[src/rtl/fb_mem_arbiter.sv]
// rtl/fb_mem_arbiter.sv - frame-buffer RAM arbiter, VGA priority reads plus CPU port
// Fixed two-stage tag pipeline returns data on the cycle after edge k+2.
module fb_mem_arbiter #(
  parameter int ADDR_WIDTH = 16,
  parameter int WAIT_WIDTH = 8
) (
  input  logic                  clk,
  input  logic                  reset,
  input  logic                  vga_req,
  input  logic [ADDR_WIDTH-1:0] vga_addr,
  output logic [15:0]           vga_data,
  output logic                  vga_valid,
  input  logic                  cpu_req,
  input  logic                  cpu_we,
  input  logic [ADDR_WIDTH-1:0] cpu_addr,
  input  logic [15:0]           cpu_wdata,
  output logic                  cpu_ack,
  output logic [15:0]           cpu_rdata,
  output logic [ADDR_WIDTH-1:0] mem_addr,
  output logic                  mem_we,
  output logic [15:0]           mem_wdata,
  input  logic [15:0]           mem_rdata,
  output logic [WAIT_WIDTH-1:0] cpu_wait_max
);

  typedef enum logic [1:0] {C_IDLE, C_PEND, C_FLIGHT, C_DONE} cpu_state_t;
  typedef enum logic [1:0] {T_NONE, T_VGA, T_CPU} tag_t;

  cpu_state_t r_state;
  cpu_state_t w_next_state;
  tag_t       r_tag1;
  tag_t       r_tag2;
  logic       r_we2;
  logic       w_cpu_issue;

  logic [ADDR_WIDTH-1:0] r_mem_addr;
  logic                  r_mem_we;
  logic [15:0]           r_mem_wdata;
  logic [15:0]           r_vga_data;
  logic [15:0]           r_cpu_rdata;
  logic                  r_vga_valid;
  logic                  r_cpu_ack;
  logic [WAIT_WIDTH-1:0] r_wait;
  logic [WAIT_WIDTH-1:0] r_wait_max;

  assign w_cpu_issue = !vga_req && (r_state == C_PEND);

  always_comb begin
    w_next_state = r_state;
    case (r_state)
      C_IDLE:   if (cpu_req) w_next_state = C_PEND;
      C_PEND:   if (w_cpu_issue) w_next_state = C_FLIGHT;
      C_FLIGHT: w_next_state = C_DONE;
      C_DONE:   w_next_state = C_IDLE;
      default:  w_next_state = C_IDLE;
    endcase
  end

  always_ff @(posedge clk) begin
    if (reset) r_state <= C_IDLE;
    else       r_state <= w_next_state;
  end

  always_ff @(posedge clk) begin
    if (reset) begin
      r_mem_addr  <= '0;
      r_mem_we    <= 1'b0;
      r_mem_wdata <= '0;
      r_tag1      <= T_NONE;
      r_tag2      <= T_NONE;
      r_we2       <= 1'b0;
      r_vga_data  <= '0;
      r_vga_valid <= 1'b0;
      r_cpu_rdata <= '0;
      r_cpu_ack   <= 1'b0;
    end else begin
      if (vga_req) begin
        r_mem_addr <= vga_addr;
        r_mem_we   <= 1'b0;
        r_tag1     <= T_VGA;
      end else if (r_state == C_PEND) begin
        r_mem_addr  <= cpu_addr;
        r_mem_we    <= cpu_we;
        r_mem_wdata <= cpu_wdata;
        r_tag1      <= T_CPU;
      end else begin
        r_mem_we <= 1'b0;
        r_tag1   <= T_NONE;
      end
      // Stage 2 lines up with the RAM output of the slot issued two edges ago.
      r_tag2      <= r_tag1;
      r_we2       <= r_mem_we;
      r_vga_valid <= (r_tag2 == T_VGA);
      r_cpu_ack   <= (r_tag2 == T_CPU);
      if (r_tag2 == T_VGA) r_vga_data <= mem_rdata;
      if (r_tag2 == T_CPU && !r_we2) r_cpu_rdata <= mem_rdata;
    end
  end

  always_ff @(posedge clk) begin
    if (reset) begin
      r_wait     <= '0;
      r_wait_max <= '0;
    end else if (r_state == C_IDLE && cpu_req) begin
      r_wait <= '0;
    end else if (r_state == C_PEND) begin
      if (w_cpu_issue) begin
        if (r_wait > r_wait_max) r_wait_max <= r_wait;
      end else if (r_wait != '1) begin
        r_wait <= r_wait + WAIT_WIDTH'(1);
      end
    end
  end

  assign mem_addr     = r_mem_addr;
  assign mem_we       = r_mem_we;
  assign mem_wdata    = r_mem_wdata;
  assign vga_data     = r_vga_data;
  assign vga_valid    = r_vga_valid;
  assign cpu_rdata    = r_cpu_rdata;
  assign cpu_ack      = r_cpu_ack;
  assign cpu_wait_max = r_wait_max;

endmodule
[config.mk]
export PLATFORM = sky130hd
export DESIGN_NAME = fb_mem_arbiter
export DESIGN_NICKNAME = d
export VERILOG_FILES = /design/src/rtl/fb_mem_arbiter.sv
export SDC_FILE = /design/constraint.sdc
export NUM_CORES = 1
export LEC_CHECK = 0
export CAP_MARGIN = 10
export CORE_MARGIN = 4
export CORE_UTILIZATION = 50
export DETAILED_ROUTE_END_ITERATION = 8
export DONT_BUFFER_PORTS = 1
export RECOVER_POWER = 100
export SYNTH_ARGS = -nofsm -noshare
export SYNTH_HDL_FRONTEND = slang
export SYNTH_SLANG_ARGS = --single-unit
[constraint.sdc]
create_clock -name clk -period 2.9 [get_ports clk]
set_clock_uncertainty 0.2 [all_clocks]
set_input_delay 0.725 -clock clk [delete_from_list [all_inputs] [get_ports clk]]
set_output_delay 0.725 -clock clk [all_outputs]
set_load 0.02 [all_outputs]
==> flow_summary_export.csv <==
group,metric,value,unit
worst_setup_path,critPathCaptureType,"flip-flop",
floorplanning,num_rows,31,
worst_setup_path,critPathKind,"flip-flop to flip-flop",
place,hpwl,5.19,mm
clocking,clock-sinks,90,
worst_setup_path,cp.arrival,2.57,ns
floorplanning,ios,144,
grt,grt_max_degree,91,
clocking,cts_tree,"built",
synthesis,synth.most_common_cell,"nand2_1",
pwr,switching_share,0.300,
synthesis,synthArstFlopShare,0,
pwr,combPwrFrac,0.151,
pwr,power.leakage,1.37,nW
timing,slew_viol_final,0,
pwr,clkPwrFrac,0.310,
synthesis,synth_xor_area_frac,0.0143,
synthesis,ys_seq_elements,90,
timing,tightest_slew,0.946,ns
synthesis,synth_top_family_by_area,"simple AND/OR/NAND/NOR gates",
synthesis,syn_area,3680,µm²
pwr,p_sw,822,µW
detailed_routing,wire_per_inst,14.0,µm
floorplanning,initial_core_util,0.510,
synthesis,synthSimpleGateAreaFrac,0.218,
clocking,cts_setup_buffers,0,
synthesis,ys_warn_count,0,
floorplanning,die_w,93.8,µm
grt,grt_use_total,0.166,
timing,maxSlewHeadroom,0.369,
timing,fin_crit,2.50,ns
final_layout,drive_above_1_share,0.0463,
worst_setup_path,worst_ep_required_time,2.98,ns
synthesis,synth.area.top_cells,"dfxtp_1 49%, nand2_1 10%, a21oi_1 9.2%",
clocking,clk_pin_slew_worst_paths,0.09,ns
detailed_routing,drtIter0Drc,142,
grt,antenna_found_initial,1,
run,drv_cap,0,
detailed_routing,via_count,2698,
worst_setup_path,cpMaxStageDelayCell,"a211oi_4",
worst_setup_path,cp-start-kind,"flip-flop",
floorplanning,core,7210,µm²
clocking,clock_latency,0.35,ns
detailed_routing,route.detailed.drc,0,
status,status,"finished, final reports clean",
pwr,intPower,1.91,mW
timing,setup_violations,0,
floorplanning,die_h,93.8,µm
synthesis,ys_seq_area_frac,0.489,
synthesis,netlist_top_cells_count,"100 x nand2_1, 90 x dfxtp_1, 68 x a21oi_1",
worst_setup_path,worstPathMaxFanout,18,
worst_setup_path,critPathTopFamily,"compound AO/OA/AOI/OAI gates",
worst_setup_path,crit_chain,"inv_1 > ha_1 > nand2b_1 > a21oi_4 > o21ai_0 > a211oi_4 > mux2i_1",
detailed_routing,first_pass_iters,4,
worst_setup_path,slowest_delay,0.55,ns
timing,setup_ws,0.404,ns
clocking,cts_max_level,3,
detailed_routing,vias_per_cell,5.08,
synthesis,synth-adder-area-share,0.0442,
clocking,cts_root_buf,"clkbuf_8",
final_layout,antenna_cells,0,
timing,fmax,401,MHz
clocking,cts.path.max_buffers,2,
place,post-place-ws,0.563,ns
timing,tns,0,ns
synthesis,synth_edf_count,0,
clocking,post_cts_resized,0,
pwr,power_frac_seq,0.539,
timing,period_share,0.861,
clocking,postCtsHoldBufs,0,
timing,rsz0062_at_grt,"false",
place,port-buffer-count,0,
synthesis,syn-num-nets,521,
grt,grt_pass1_wl,11.6,mm
synthesis,synth_mux_area_frac,0.0707,
detailed_routing,postRouteAntennaNets,0,
synthesis,netlist_instances,439,
synthesis,avgSynthCellArea,8.39,µm²
grt,grt_pass1_vias,2578,
synthesis,yosysTopAreaCell,"dfxtp_1",
worst_setup_path,cp.buffers_inverters,1,
floorplanning,dieArea,8800,µm²
synthesis,ys.flop_type,"dfxtp_1",
final_layout,final_nets,509,
detailed_routing,drt_wl_total,7.44,mm
pwr,finalPower,2.74,mW
clocking,cts_buffers,9,
grt,gr-total-overflow,0,
hold_path,worstHoldPathType,"flip-flop to flip-flop",
pwr,p_per_area,702,nW/µm²
final_layout,areaGrowthSynthToFinish,5.84,%
place,gp_congestion,0.727,
pwr,ir_drop,0.000310,V
synthesis,synth-compound-area-share,0.119,
timing,hold_violations,0,
synthesis,synth_cell_types,32,
synthesis,yosys.area.top_type_share,0.489,
[cells by family (layout without fill, tap and decap cells)]
family	after synthesis	after routing
XOR/XNOR	6	6
multiplexers	26	26
adder cells (fa/ha/maj)	13	13
buffers and inverters	39	32
flip-flops	90	90
AND/OR/NAND/NOR	187	187
AO/OA/AOI/OAI	78	78
[through the flow]
step	std cells	utilization	cell area [µm²]	hold WS (ns)
after global routing	531	0.540	3900	0.193
final	531	0.540	3900	0.235
after CTS	531	0.543	3920	0.216
after floorplan	439	-	3680	0.214
after detailed placement	515	0.515	3710	0.226
after global placement	515	0.515	3710	0.226
[layout by cell type, fill, tap and decap left out, drive strengths merged]
cell type	count
nand2	100
dfxtp	90
a21oi	69
nor2	46
mux2i	26
nand2b	19
inv	14
ha	13
clkbuf	11
nor2b	7
xnor2	6
nand3	4
nor3	4
nand4	3
o21ai	3
clkinv	3
buf	3
a211oi	2
or2	1
a21o	1
o21bai	1
or3	1
o21a	1
o211ai	1
and3	1
and2	1
bufinv	1
[flip-flops by register name (all words and copies together) (netlist names), 2 cells and up]
signal,cells
vga_data,16
r_wait,8
mem_wdata,16
cpu_wait_max,8
r_state,2
mem_addr,16
r_tag2,2
cpu_rdata,16
r_tag1,2
[final cells by class]
class / count / area [µm²]
Clock inverter: 6 / 73.8
Timing Repair Buffer: 4 / 26.3
Fill cell: 726 / 3320
Tap cell: 99 / 124
Clock buffer: 10 / 128
Sequential cell: 90 / 1800
Inverter: 12 / 45.0
Multi-Input combinational cell: 310 / 1700
[power groups by stage]
stage	clock network [mW]	registers, mW	logic (mW)
3_3_place_gp	0	1.50	0.419
6_report	0.849	1.47	0.412
5_1_grt	0.933	1.49	0.464
4_1_cts	0.882	1.48	0.434
3_5_place_dp	0	1.51	0.434
2_1_floorplan	0	1.48	0.399
[per-layer routing]
metal  track usage  wire (µm)  vias to the layer above
met1         0.196       3100                     1196
met4        0.0674         87                        2
met2         0.260       3540                       89
li1              -          -                     1402
met5             0         12                        -
met3        0.0793        703                        9
[path summary, 6_finish.rpt]
path                           start                      endpoint  slack (ns)  cells after the start
min             r_tag1[0]$_SDFF_PP0_          r_tag2[0]$_SDFF_PP0_        0.24                      1
max          r_state[1]$_SDFFE_PP0P_  cpu_wait_max[5]$_SDFFE_PP0P_        0.40                      7
min reg2reg     r_tag1[0]$_SDFF_PP0_          r_tag2[0]$_SDFF_PP0_        0.24                      1
max reg2reg  r_state[1]$_SDFFE_PP0P_  cpu_wait_max[5]$_SDFFE_PP0P_        0.40                      7
No activity file was read; power rests on OpenSTA's default activity.
